File: src/rtl/logic_unit_pkg.sv
// Purpose : shared types and the per-bit gate function for the pipelined logic unit.
// Latency : n/a (package, no state).
// Backpressure: n/a.
// Contents: op_t (eight gate ops), OP_W, logic_eval(op, a, b) evaluated one bit at a
//           time so the caller sets the vector width by looping over WIDTH bits.
package logic_unit_pkg;

    localparam int OP_W = 3;

    typedef enum logic [OP_W-1:0] {
        OP_BUF  = 3'd0,
        OP_NOT  = 3'd1,
        OP_AND  = 3'd2,
        OP_OR   = 3'd3,
        OP_XOR  = 3'd4,
        OP_XNOR = 3'd5,
        OP_NAND = 3'd6,
        OP_NOR  = 3'd7
    } op_t;

    // Single-bit gate; all ops are bitwise, so a WIDTH-bit result is this
    // function applied to each bit position.
    function automatic logic logic_eval(op_t op, logic a, logic b);
        logic r;
        case (op)
            OP_BUF:  r = a;
            OP_NOT:  r = ~a;
            OP_AND:  r = a & b;
            OP_OR:   r = a | b;
            OP_XOR:  r = a ^ b;
            OP_XNOR: r = ~(a ^ b);
            OP_NAND: r = ~(a & b);
            default: r = ~(a | b);
        endcase
        return r;
    endfunction

endpackage

File: src/rtl/logic_unit_pipe_if.sv
// Purpose : operand-in / result-out handshake bundle for logic_unit_pipe.
// Latency : n/a (wires only).
// Backpressure: in_ready / out_ready valid-ready pairs.
// Modports: master = operand source + result consumer side, slave = the unit.
interface logic_unit_pipe_if #(
    parameter int WIDTH = 8,
    parameter int CNT_W = 16
);
    import logic_unit_pkg::*;

    logic             in_valid;
    logic             in_ready;
    logic [WIDTH-1:0] in_a;
    logic [WIDTH-1:0] in_b;
    op_t              in_op;
    logic             out_valid;
    logic             out_ready;
    logic [WIDTH-1:0] out_data;
    op_t              out_op;
    logic [2:0]       out_red;
    logic [CNT_W-1:0] out_count;

    modport master (
        output in_valid, in_a, in_b, in_op, out_ready,
        input  in_ready, out_valid, out_data, out_op, out_red, out_count
    );

    modport slave (
        input  in_valid, in_a, in_b, in_op, out_ready,
        output in_ready, out_valid, out_data, out_op, out_red, out_count
    );

endinterface

File: src/rtl/logic_unit_stage.sv
// Purpose : one valid/ready register slice with a W-bit payload.
// Latency : 1 cycle in to out.
// Backpressure: in_rdy = !out_vld | out_rdy; a held beat never changes while stalled.
// Ports   : clk, rst (async, active high), in_vld/in_rdy/in_dat upstream,
//           out_vld/out_rdy/out_dat downstream.
module logic_unit_stage #(
    parameter int W = 8
) (
    input  logic         clk,
    input  logic         rst,
    input  logic         in_vld,
    output logic         in_rdy,
    input  logic [W-1:0] in_dat,
    output logic         out_vld,
    input  logic         out_rdy,
    output logic [W-1:0] out_dat
);

    // Slot is free when empty or its current beat leaves on this edge.
    assign in_rdy = !out_vld || out_rdy;

    always_ff @(posedge clk or posedge rst) begin
        if (rst) begin
            out_vld <= 1'b0;
            out_dat <= '0;
        end else if (in_rdy) begin
            out_vld <= in_vld;
            if (in_vld) begin
                out_dat <= in_dat;
            end
        end
    end

endmodule

File: src/rtl/logic_unit_pipe.sv
// Purpose : two-stage pipelined WIDTH-bit bitwise logic unit (8 gate ops) with result counter.
// Latency : 2 cycles input transfer to out_valid; 1 beat/cycle with out_ready high.
// Backpressure: S2 holds while out_ready low; in_ready drops once both stages are full.
// Ports   : clk, rst (async, active high), bus (logic_unit_pipe_if.slave).
// Build option: LOGIC_UNIT_REDUCE_EN registers {^, |, &} of the result on out_red;
//               without it out_red is constant zero.
module logic_unit_pipe
    import logic_unit_pkg::*;
#(
    parameter int WIDTH = 8,
    parameter int CNT_W = 16
) (
    input  logic               clk,
    input  logic               rst,
    logic_unit_pipe_if.slave   bus
);

    localparam int S1_W = 2*WIDTH + OP_W;
`ifdef LOGIC_UNIT_REDUCE_EN
    localparam int S2_W = WIDTH + OP_W + 3;
`else
    localparam int S2_W = WIDTH + OP_W;
`endif

    logic             v1;
    logic             s1_rdy;
    logic [S1_W-1:0]  s1_dat;
    logic [WIDTH-1:0] s1_a;
    logic [WIDTH-1:0] s1_b;
    op_t              s1_op;
    logic [WIDTH-1:0] result;

    logic             v2;
    logic             s2_rdy;
    logic [S2_W-1:0]  s2_in;
    logic [S2_W-1:0]  s2_dat;

    // Stage 1: capture raw operands and op.
    logic_unit_stage #(.W(S1_W)) u_s1 (
        .clk     (clk),
        .rst     (rst),
        .in_vld  (bus.in_valid),
        .in_rdy  (s1_rdy),
        .in_dat  ({bus.in_a, bus.in_b, bus.in_op}),
        .out_vld (v1),
        .out_rdy (s2_rdy),
        .out_dat (s1_dat)
    );

    assign bus.in_ready = s1_rdy;
    assign s1_a  = s1_dat[S1_W-1 -: WIDTH];
    assign s1_b  = s1_dat[OP_W +: WIDTH];
    assign s1_op = op_t'(s1_dat[OP_W-1:0]);

    always_comb begin
        result = '0;
        for (int i = 0; i < WIDTH; i++) begin
            result[i] = logic_eval(s1_op, s1_a[i], s1_b[i]);
        end
    end

`ifdef LOGIC_UNIT_REDUCE_EN
    // Reductions taken from the very result vector that goes into out_data.
    assign s2_in = {result, s1_op, ^result, |result, &result};
`else
    assign s2_in = {result, s1_op};
`endif

    // Stage 2: registered result, op and (optionally) reductions.
    logic_unit_stage #(.W(S2_W)) u_s2 (
        .clk     (clk),
        .rst     (rst),
        .in_vld  (v1),
        .in_rdy  (s2_rdy),
        .in_dat  (s2_in),
        .out_vld (v2),
        .out_rdy (bus.out_ready),
        .out_dat (s2_dat)
    );

    assign bus.out_valid = v2;
    assign bus.out_data  = s2_dat[S2_W-1 -: WIDTH];
`ifdef LOGIC_UNIT_REDUCE_EN
    assign bus.out_op    = op_t'(s2_dat[3 +: OP_W]);
    assign bus.out_red   = s2_dat[2:0];
`else
    assign bus.out_op    = op_t'(s2_dat[OP_W-1:0]);
    assign bus.out_red   = 3'b000;
`endif

    // Counts consumer-side transfers; wraps naturally at 2^CNT_W.
    always_ff @(posedge clk or posedge rst) begin
        if (rst) begin
            bus.out_count <= '0;
        end else if (v2 && bus.out_ready) begin
            bus.out_count <= bus.out_count + 1'b1;
        end
    end

endmodule

File: src/flat_wrapper.sv
// flat-port wrapper written by rule: the top's interface ports become plain ports
module logic_unit_pipe_flat import logic_unit_pkg::*;
#(
    parameter int WIDTH = 8,
    parameter int CNT_W = 16
)
  (clk, rst, bus_in_valid, bus_in_a, bus_in_b, bus_in_op, bus_out_ready, bus_in_ready, bus_out_valid, bus_out_data, bus_out_op, bus_out_red, bus_out_count);
  logic_unit_pipe_if #(.WIDTH(WIDTH), .CNT_W(CNT_W)) bus_i ();
  input  logic clk;
  input  logic rst;
  input wire logic [$bits(bus_i.in_valid)-1:0] bus_in_valid;
  input wire logic [$bits(bus_i.in_a)-1:0] bus_in_a;
  input wire logic [$bits(bus_i.in_b)-1:0] bus_in_b;
  input wire logic [$bits(bus_i.in_op)-1:0] bus_in_op;
  input wire logic [$bits(bus_i.out_ready)-1:0] bus_out_ready;
  output wire logic [$bits(bus_i.in_ready)-1:0] bus_in_ready;
  output wire logic [$bits(bus_i.out_valid)-1:0] bus_out_valid;
  output wire logic [$bits(bus_i.out_data)-1:0] bus_out_data;
  output wire logic [$bits(bus_i.out_op)-1:0] bus_out_op;
  output wire logic [$bits(bus_i.out_red)-1:0] bus_out_red;
  output wire logic [$bits(bus_i.out_count)-1:0] bus_out_count;
  assign bus_i.in_valid = bus_in_valid;
  assign bus_i.in_a = bus_in_a;
  assign bus_i.in_b = bus_in_b;
  assign bus_i.in_op = bus_in_op;
  assign bus_i.out_ready = bus_out_ready;
  assign bus_in_ready = bus_i.in_ready;
  assign bus_out_valid = bus_i.out_valid;
  assign bus_out_data = bus_i.out_data;
  assign bus_out_op = bus_i.out_op;
  assign bus_out_red = bus_i.out_red;
  assign bus_out_count = bus_i.out_count;
  logic_unit_pipe #(.WIDTH(WIDTH), .CNT_W(CNT_W)) u_core (.clk(clk), .rst(rst), .bus(bus_i));
endmodule
File: config.mk
export PLATFORM = sky130hd
export DESIGN_NAME = logic_unit_pipe_flat
export DESIGN_NICKNAME = d
export VERILOG_FILES = /design/src/rtl/logic_unit_pkg.sv /design/src/rtl/logic_unit_pipe_if.sv /design/src/rtl/logic_unit_stage.sv /design/src/rtl/logic_unit_pipe.sv /design/src/flat_wrapper.sv
export SDC_FILE = /design/constraint.sdc
export NUM_CORES = 1
export LEC_CHECK = 0
export BUFFER_PORTS_ARGS = -buffer_cell sky130_fd_sc_hd__buf_2
export CAP_MARGIN = 20
export CELL_PAD_IN_SITES_DETAIL_PLACEMENT = 1
export CELL_PAD_IN_SITES_GLOBAL_PLACEMENT = 1
export CORE_MARGIN = 4
export CORE_UTILIZATION = 40
export CTS_CLUSTER_SIZE = 14
export DETAILED_ROUTE_END_ITERATION = 10
export PLACE_DENSITY_LB_ADDON = 0.12
export SLEW_MARGIN = 20
export SYNTH_ARGS = -nofsm -noshare
export SYNTH_HDL_FRONTEND = slang
export SYNTH_SLANG_ARGS = --single-unit
export TNS_END_PERCENT = 10
File: constraint.sdc
create_clock -name clk -period 1.7 [get_ports clk]
set_input_delay 0.34 -clock clk [delete_from_list [all_inputs] [get_ports clk]]
set_output_delay 0.34 -clock clk [all_outputs]
set_load 0.01 [all_outputs]
* Word-level counts from Yosys, hierarchy flattened
Index checks and enable logic that the tools add are counted.
** Word-level totals
- Register bits after elaboration :: 48
- Input bits :: 23
- Output and inout bits :: 32
- Logic and storage cells :: 84
** Operators by class
- $add $sub $neg :: 1
- Eq/ne operators :: 6
- Mux-type cells :: 8
- Bitwise operators :: 56
- Reduce and logical (&&, ||, !) cells :: 8
** Operators by type and width (number)
- $pmux 1 s7 :: 8
- $not 1->1 :: 32
- $add 16x1->16 const B :: 1
- $eq 3x3->1 const B :: 3
- $and 1x1->1 :: 8
- $or 1x1->1 :: 8
- $xor 1x1->1 :: 8
- $eq 3x2->1 const B :: 2
- $reduce_and 2->1 :: 2
- $eq 3x1->1 const B :: 1
- $logic_not 3->1 :: 1
- $logic_not 1->1 :: 2
- $logic_or 1x1->1 :: 2
- $logic_and 1x1->1 :: 1

* Depth between registers and ports, before layout
Gate-level depths: netlist of run 1.
- Depth in word-level cells :: 4
- Gate-level depth with buffers :: 6
- Mapped depth without buffers :: 6

* Modules after synthesis
A second synthesis of run 1 with hierarchy kept.
** Unflattened totals
- Cell total of the unflattened synthesis :: 227
- Area, all modules :: 2753.9 um2
** Modules (own cells, without submodules)
- logic_unit_pipe :: instances 1, cells an instance 155, area an instance 1437.6 um2, seq. area each 400.4 um2
- logic_unit_stage (u_core.u_s1) :: instances 1, cells an instance 44, area an instance 798.3 um2, seq. area each 500.5 um2
- logic_unit_stage (u_core.u_s2) :: instances 1, cells an instance 28, area an instance 518.0 um2, seq. area each 300.3 um2

* Worst setup path before layout of run 1
Ideal clock, no wire load.
- Kind :: register to register
- Start point :: register u_core.u_s2.out_vld
- End point :: register u_core.u_s1.out_dat[0]
- Library setup time :: 0.125 ns
- Arrival :: 1.335 ns
- Required time :: 1.575 ns
- Setup slack :: 0.240 ns
- Stages on the path, launching flop included :: 5
- Path buffers :: 1
- Period minus slack after synthesis :: 1.460 ns
- Cells stage by stage :: dfrtp_1 > nand3b_1 > nand2_4 > buf_6 > mux2_2
** On the way
- Cells in the longest elaborated chain, start to end :: 4
** RTL lines
- start: declaration :: line logic_unit_stage.sv:14 : output logic out_vld,
- start signal: assignment :: line logic_unit_stage.sv:27 : out_vld <= in_vld;
- $logic_not 1->1 :: line logic_unit_stage.sv:20 : assign in_rdy = !out_vld || out_rdy;
- $logic_or 1x1->1 (2 in a row) :: line logic_unit_stage.sv:20
- via bus_in_ready :: line flat_wrapper.sv:16 : output wire logic [$bits(bus_i.in_ready)-1:0] bus_in_ready;
- $reduce_and 2->1 (no source line)
- end signal: assignment :: line logic_unit_stage.sv:29 : out_dat <= in_dat;
- end: declaration :: line logic_unit_stage.sv:16 : output logic [W-1:0] out_dat
The timed path passes the listed nets, and every way through them passes these cells.
A chain may end at the register's enable or synchronous reset.

* Final worst setup path of run 1
- Start point :: register u_core.u_s1.out_dat[17]
- End point :: register u_core.u_s2.out_dat[9]
** On the way
- Cells in the longest elaborated chain, start to end :: 3
- Elaborated cells between the ends (all ways) :: 8
- Those cells by class :: 1 x mux; 7 x bitwise
** RTL lines
- $or 1x1->1 (tied with other cells) :: line logic_unit_pkg.sv:29, logic_unit_pkg.sv:33
- $not 1->1 (on tied branches) :: line logic_unit_pkg.sv:33, logic_unit_pkg.sv:31, logic_unit_pkg.sv:32
- $pmux 1 s7 (*) :: line logic_unit_pkg.sv:25 : case (op)
- end signal: assignment :: line logic_unit_stage.sv:29
- end: declaration :: line logic_unit_stage.sv:16
Mark *: on every way between the ends. The rest lies on a longest branch, timed or not.

==> impl_metrics.py, run 1 <==
metrics = {
    "run_status": {
        "status": "completed",
    },
    "timing": {
        "report.final.slew_viol_count": 0,
        "period_needed_ns": 1.50,
        "hold_viol": 0,
        "rsz0062_at_grt": "false",
        "post-route-period-util": 0.881,
        "max_freq_ghz": 0.667,
        "clock_skew_ns": 0.00308,
        "worst_slack_ns": 0.202,
        "setup_viol": 0,
        "tns_ns": 0,
    },
    "clocking": {
        "clock_sinks": 48,
        "root_buffer": "clkbuf_8",
        "clk_latency_ns": 0.30,
        "ctsHtreeMaxLevel": 2,
        "cts_buffer_depth": 2,
        "tritoncts": "yes",
        "numCtsBuffers": 5,
        "cts_hold_buf": 0,
        "clk_pin_slew_ns": 0.09,
    },
    "power": {
        "vdd_drop_max_uv": 652,
        "swShare": 0.348,
        "pwr-share-comb": 0.330,
        "p_sw_w": 0.00123,
        "leakagePower_nw": 1.61,
        "seqPwrFrac": 0.456,
        "power_density_nw_per_um2": 1090,
        "clock_power_share": 0.214,
        "p_int_w": 0.00229,
    },
    "synth": {
        "ys_types": 39,
        "mappedNetlistArea_um2": 2780,
        "yosysMostFrequentCell": "dfrtp_1",
        "synth_common_cells": "dfrtp_1 (48), mux2_2 (25), inv_1 (20), nand2_1 (19)",
        "netlist_instances": 259,
        "synth_area_leader_cell": "dfrtp_1",
        "synth_edf_count": 0,
        "synth_seq_cells": 48,
        "async_flop_share": 1.00,
        "synth.avg_cell_area_um2": 10.7,
        "yosysWarnings": 0,
        "synthFlopType": "dfrtp_1",
        "synth_top_cell_area_share": 0.432,
        "ys_seq_area_frac": 0.432,
        "synth_area_leaders": "dfrtp_1 (43%), mux2_2 (10%), ha_1 (7.7%)",
    },
    "finish": {
        "drive_gt1_frac": 0.321,
        "diodes": 0,
        "area_delta_synth_final_pct": 16.4,
        "ff_latch_area_um2": 1200,
        "multi_input_area_um2": 1410,
        "fill_cells": 780,
        "final_cells": 392,
        "nets": 351,
    },
    "routing": {
        "dr_wl_met2_mm": 2.68,
        "postRouteAntennaNets": 0,
        "wl_mm": 5.93,
        "route.met3.wl_um": 260,
        "viasPerCell": 5.07,
        "first_iter_violations": 38,
        "top_layer": "met4",
        "via_count": 1989,
        "post_drt_wl_per_cell_um": 15.1,
        "remaining_drc_errors": 0,
        "dr.pass1.iters": 4,
        "wl_met1_mm": 2.92,
    },
    "placement": {
        "preCtsSetupSlack_ns": 0.160,
        "hpwlAfterDp_mm": 4.47,
        "gp_congestion": 0.731,
        "io_buffer_count": 51,
        "dp_cells": 384,
    },
    "floorplanning": {
        "dieHeight_um": 91.3,
        "dieWidth_um": 91.3,
        "ioPinCount": 55,
        "die-area_um2": 8340,
        "coreArea_um2": 6760,
        "start_util": 0.411,
        "rows": 30,
    },
    "critical_path": {
        "critPathMaxStageDelay_ns": 0.42,
        "worstSetupStartpointType": "flop",
        "cp.required_ns": 1.89,
        "arrival_ns": 1.69,
        "ff2ff_path_depth": 6,
        "crit_type": "reg -> reg",
        "cp_slowest_cell": "dfrtp_1",
        "path_cells": "inv_1 -> ha_1 -> mux2i_1 -> o21ai_0 -> a221oi_1 -> o31ai_1",
        "end_kind": "flop",
        "path_max_fanout": 5,
    },
    "global_routing": {
        "grt_overflow": 0,
        "antenna_found_initial": 0,
        "grt_pass1_vias": 2151,
        "grt_max_degree": 49,
        "grt_first_pass_wirelength_mm": 10.3,
        "grt_use_total": 0.152,
    },
    "flow_run": {
        "cap_viol_max_count": 0,
    },
    "min_path": {
        "holdCritPathClass": "in -> async",
    },
}
[worst max-delay path, delay by kind of cell (launching register included)]
family | cells | cell delay, ns
muxes | 1 | 0.13
buffers and inverters | 1 | 0.06
adders and majority gates | 1 | 0.29
AOI/OAI and AO/OA | 3 | 0.48
DFF | 1 | 0.42
[kinds of logic after synthesis]
family,count (synthesis),synth area share
AOI/OAI and AO/OA,33,0.0829
xor gates and xnor gates,17,0.0536
adders and majority gates,17,0.0766
buffers and inverters,34,0.0644
DFF,48,0.432
muxes,35,0.138
other,1,0.00135
and+or+nand+nor,74,0.151
[through the flow]
| step | cell area (um2) | util | total power, W | hold slack [ns] |
|---|---|---|---|---|
| final | 3230 | 0.479 | 0.00352 | 0.0589 |
| after global routing | 3230 | 0.479 | 0.00379 | 0.0734 |
| after CTS | 3230 | 0.478 | 0.00359 | 0.0629 |
| after detailed placement | 3130 | 0.464 | 0.00282 | 0.407 |
| after global placement | 3130 | 0.464 | 0.00278 | 0.403 |
| after floorplan | 2790 | - | 0.00240 | 0.448 |
[power groups by stage]
stage          clock [W]  combinational [W]  sequential, W
2_1_floorplan          0           0.000752        0.00165
5_1_grt         0.000826            0.00131        0.00166
3_3_place_gp           0            0.00115        0.00163
4_1_cts         0.000796            0.00118        0.00161
3_5_place_dp           0            0.00118        0.00163
6_report        0.000755            0.00116        0.00160
[repair_timing]
item / 4_1_cts / 5_1_grt
buffers inserted: 0 / 0
gates resized for setup: 0 / 1
endpoints found under the setup margin: 0 / 1
[cell usage in the layout (no fill, tap or decap), types with 5 or more instances in the layout]
master    netlist  routed
buf_2           5      51
nand3_1         5       5
clkbuf_8        0       6
mux2i_1         9       9
o21ai_0         6       6
ha_1           17      17
o22ai_1         5       5
nor2_1         17      17
xnor2_1        10      10
nor2b_1         8       8
nand2_1        19      19
dfrtp_1        48      47
xor2_1          7       7
o31ai_1         6       6
mux2_2         25      25
inv_1          20      19
[routing by layer]
metal | up-vias | global-route usage
li1 | 992 | -
met1 | 956 | 0.202
met2 | 36 | 0.247
met3 | 5 | 0.0373
met4 | 0 | 0.0377
met5 | - | 0
[flip-flops by register name, indices dropped and copies added (netlist names)]
| register | count |
|---|---|
| u_core.u_s1.out_dat | 19 |
| u_core.bus.out_count | 16 |
| u_core.u_s2.out_dat | 11 |
| u_core.u_s1.out_vld | 1 |
| u_core.u_s2.out_vld | 1 |
[worst paths after layout]
| path | startpoint | endpoint | slack [ns] |
|---|---|---|---|
| max | u_core.u_s1.out_dat[17] | u_core.u_s2.out_dat[9] | 0.20 |
| min | rst | u_core.bus.out_count[1] | 0.06 |
| max reg2reg | u_core.u_s1.out_dat[17] | u_core.u_s2.out_dat[9] | 0.20 |
| min reg2reg | u_core.bus.out_count[15] | u_core.bus.out_count[15] | 0.48 |
| max in group asynchronous | rst | u_core.u_s1.out_dat[0] | 1.41 |
| min in group clk | bus_in_a[4] | u_core.u_s1.out_dat[15] | 0.25 |
[final cells by class]
| type | instances | share of cell area |
|---|---|---|
| Multi-Input combinational cell | 179 | 0.435 |
| Sequential cell | 48 | 0.372 |
| Timing Repair Buffer | 57 | 0.108 |
| Tap cell | 80 | 0.0310 |
| Clock buffer | 6 | 0.0255 |
| Inverter | 20 | 0.0232 |
| Clock inverter | 2 | 0.00542 |
Power figures use the tool's default switching activity.
==> run 2, diff against run 1 <==
- CORE_MARGIN: 4 -> 2
==> impl_metrics.py, run 2 (synthesis gave the netlist of run 1 again) <==
metrics = {
    "run_status": {
        "status": "completed",
    },
    "clocking": {
        "numCtsBuffers": 5,
        "clk_latency_ns": 0.30,
        "cts_buffer_depth": 2,
        "root_buffer": "clkbuf_8",
        "ctsHtreeMaxLevel": 2,
        "cts_hold_buf": 0,
        "tritoncts": "yes",
        "clock_sinks": 48,
        "clk_pin_slew_ns": 0.09,
    },
    "timing": {
        "hold_viol": 0,
        "report.final.slew_viol_count": 0,
        "setup_viol": 0,
        "holdWs_ns": 0.0617,
        "max_freq_ghz": 0.628,
        "tns_ns": 0,
        "period_needed_ns": 1.59,
        "clock_skew_ns": 0.00560,
        "post-route-period-util": 0.937,
        "rsz0062_at_grt": "false",
    },
    "critical_path": {
        "ff2ff_path_depth": 5,
        "arrival_ns": 1.81,
        "cp_slowest_cell": "dfrtp_1",
        "reg2reg_slack_ns": 0.11,
        "cp.required_ns": 1.91,
        "critPathBufInv": 1,
        "critPathMaxStageDelay_ns": 0.39,
        "reg2reg_to": "u_core.u_s2.out_dat[7]",
        "path_max_fanout": 3,
        "worstSetupStartpointType": "flop",
        "end_kind": "flop",
        "crit_type": "reg -> reg",
        "path_cells": "inv_1 -> ha_1 -> mux2i_1 -> mux2_2 -> o31ai_1",
        "reg2reg_from": "u_core.u_s1.out_dat[7]",
        "path_delay_family": "multiplexers",
    },
    "finish": {
        "drive_gt1_frac": 0.336,
        "fill_cells": 792,
        "nets": 357,
        "largestRegisters": "u_core.u_s1.out_dat: 19 flops, u_core.bus.out_count: 16 flops, u_core.u_s2.out_dat: 11 flops",
        "top_register": "u_core.u_s1.out_dat",
        "diodes": 0,
        "area_delta_synth_final_pct": 17.2,
        "fin_util": 0.482,
        "final_cell_mix": "buf_2 (51), dfrtp_1 (47), mux2_2 (25)",
        "stdcell_area_um2": 3260,
        "layout_commonest_cell": "buf_2",
        "largest_register_ffs": 19,
    },
    "min_path": {
        "holdCritPathClass": "in -> async",
    },
    "placement": {
        "hpwlAfterDp_mm": 4.20,
        "io_buffer_count": 51,
        "postPlaceCellArea_um2": 3150,
        "gp_congestion": 0.747,
    },
    "global_routing": {
        "grt_first_pass_wirelength_mm": 10.0,
        "antenna_found_initial": 0,
        "grt_use_total": 0.166,
        "grt_max_degree": 49,
        "grt_overflow": 0,
        "grt_pass1_vias": 2032,
    },
    "floorplanning": {
        "rows": 30,
        "dieHeight_um": 87.3,
        "dieWidth_um": 87.3,
        "coreArea_um2": 6760,
        "die-area_um2": 7630,
        "ioPinCount": 55,
        "start_util": 0.411,
    },
    "routing": {
        "first_iter_violations": 60,
        "via_count": 2078,
        "remaining_drc_errors": 0,
        "postRouteAntennaNets": 0,
        "wl_mm": 5.98,
        "viasPerCell": 5.22,
        "post_drt_wl_per_cell_um": 15.0,
        "dr.pass1.iters": 4,
    },
    "power": {
        "vdd_drop_max_uv": 536,
        "leakagePower_nw": 1.63,
        "power_density_nw_per_um2": 1090,
        "power_w": 0.00353,
    },
    "flow_run": {
        "cap_viol_max_count": 0,
    },
}
## run 2: cell count changes in the layout (fill, tap and decap cells not counted)
| cell | delta |
|---|---|
| buf_12 | -2 |
| buf_4 | +8 |
| nor2b_2 | +1 |
| nor2b_1 | -1 |
## run 2: stage by stage
stage | setup WS, ns | cells
after floorplan | 0.216 | 261
after global placement | 0.139 | 390
after detailed placement | 0.0997 | 390
after CTS | 0.0251 | 398
after global routing | 0.0302 | 398
final | 0.107 | 398
## run 2: per-layer routing
metal	share of wire	track usage	up-vias
met5	0	0	-
met4	0.011	0.0448	0
met3	0.039	0.0370	6
met2	0.47	0.267	37
met1	0.48	0.226	1028
li1	-	-	1007
## run 2: area by class of cell
cell class | instances | area [um2] | share of cell area
well taps | 80 | 100 | 0.0307
clock buffers | 6 | 82.6 | 0.0254
flip-flops and latches | 48 | 1200 | 0.369
clock inverters | 2 | 17.5 | 0.00538
repair buffers | 63 | 370 | 0.114
inverters | 20 | 75.1 | 0.0231
multi-input cells | 179 | 1410 | 0.432
## run 2: worst max path at each step
stage	end	cells after the start	start	slack (ns)
2_1_floorplan	u_core.bus.out_count[0]	1	rst	0.22
3_3_place_gp	u_core.u_s2.out_dat[3]	5	u_core.u_s1.out_dat[1]	0.14
3_5_place_dp	u_core.u_s2.out_dat[10]	5	u_core.u_s1.out_dat[1]	0.1
4_1_cts	u_core.u_s2.out_dat[10]	5	u_core.u_s1.out_dat[1]	0.03
5_1_grt	u_core.u_s2.out_dat[7]	5	u_core.u_s1.out_dat[7]	0.03
6_report	u_core.u_s2.out_dat[7]	5	u_core.u_s1.out_dat[7]	0.11
## run 2: timing repair
item / in CTS / in global routing
buffers inserted: 0 / 0
resized for setup: 0 / 2
endpoints found under the setup margin: 0 / 4
## run 2: report_power, final
part	switching [W]	total [W]	internal, W	leakage [nW]
Clock	0.000416	0.000757	0.000341	0.0522
Sequential	0.000242	0.00161	0.00137	0.589
Combinational	0.000576	0.00117	0.000593	0.992
## run 2: worst reg2reg max path, cell delays in order, from the launching register on
cell     delay, ns
dfrtp_1       0.39
inv_1         0.06
ha_1          0.28
mux2i_1       0.22
mux2_2        0.37
o31ai_1       0.19
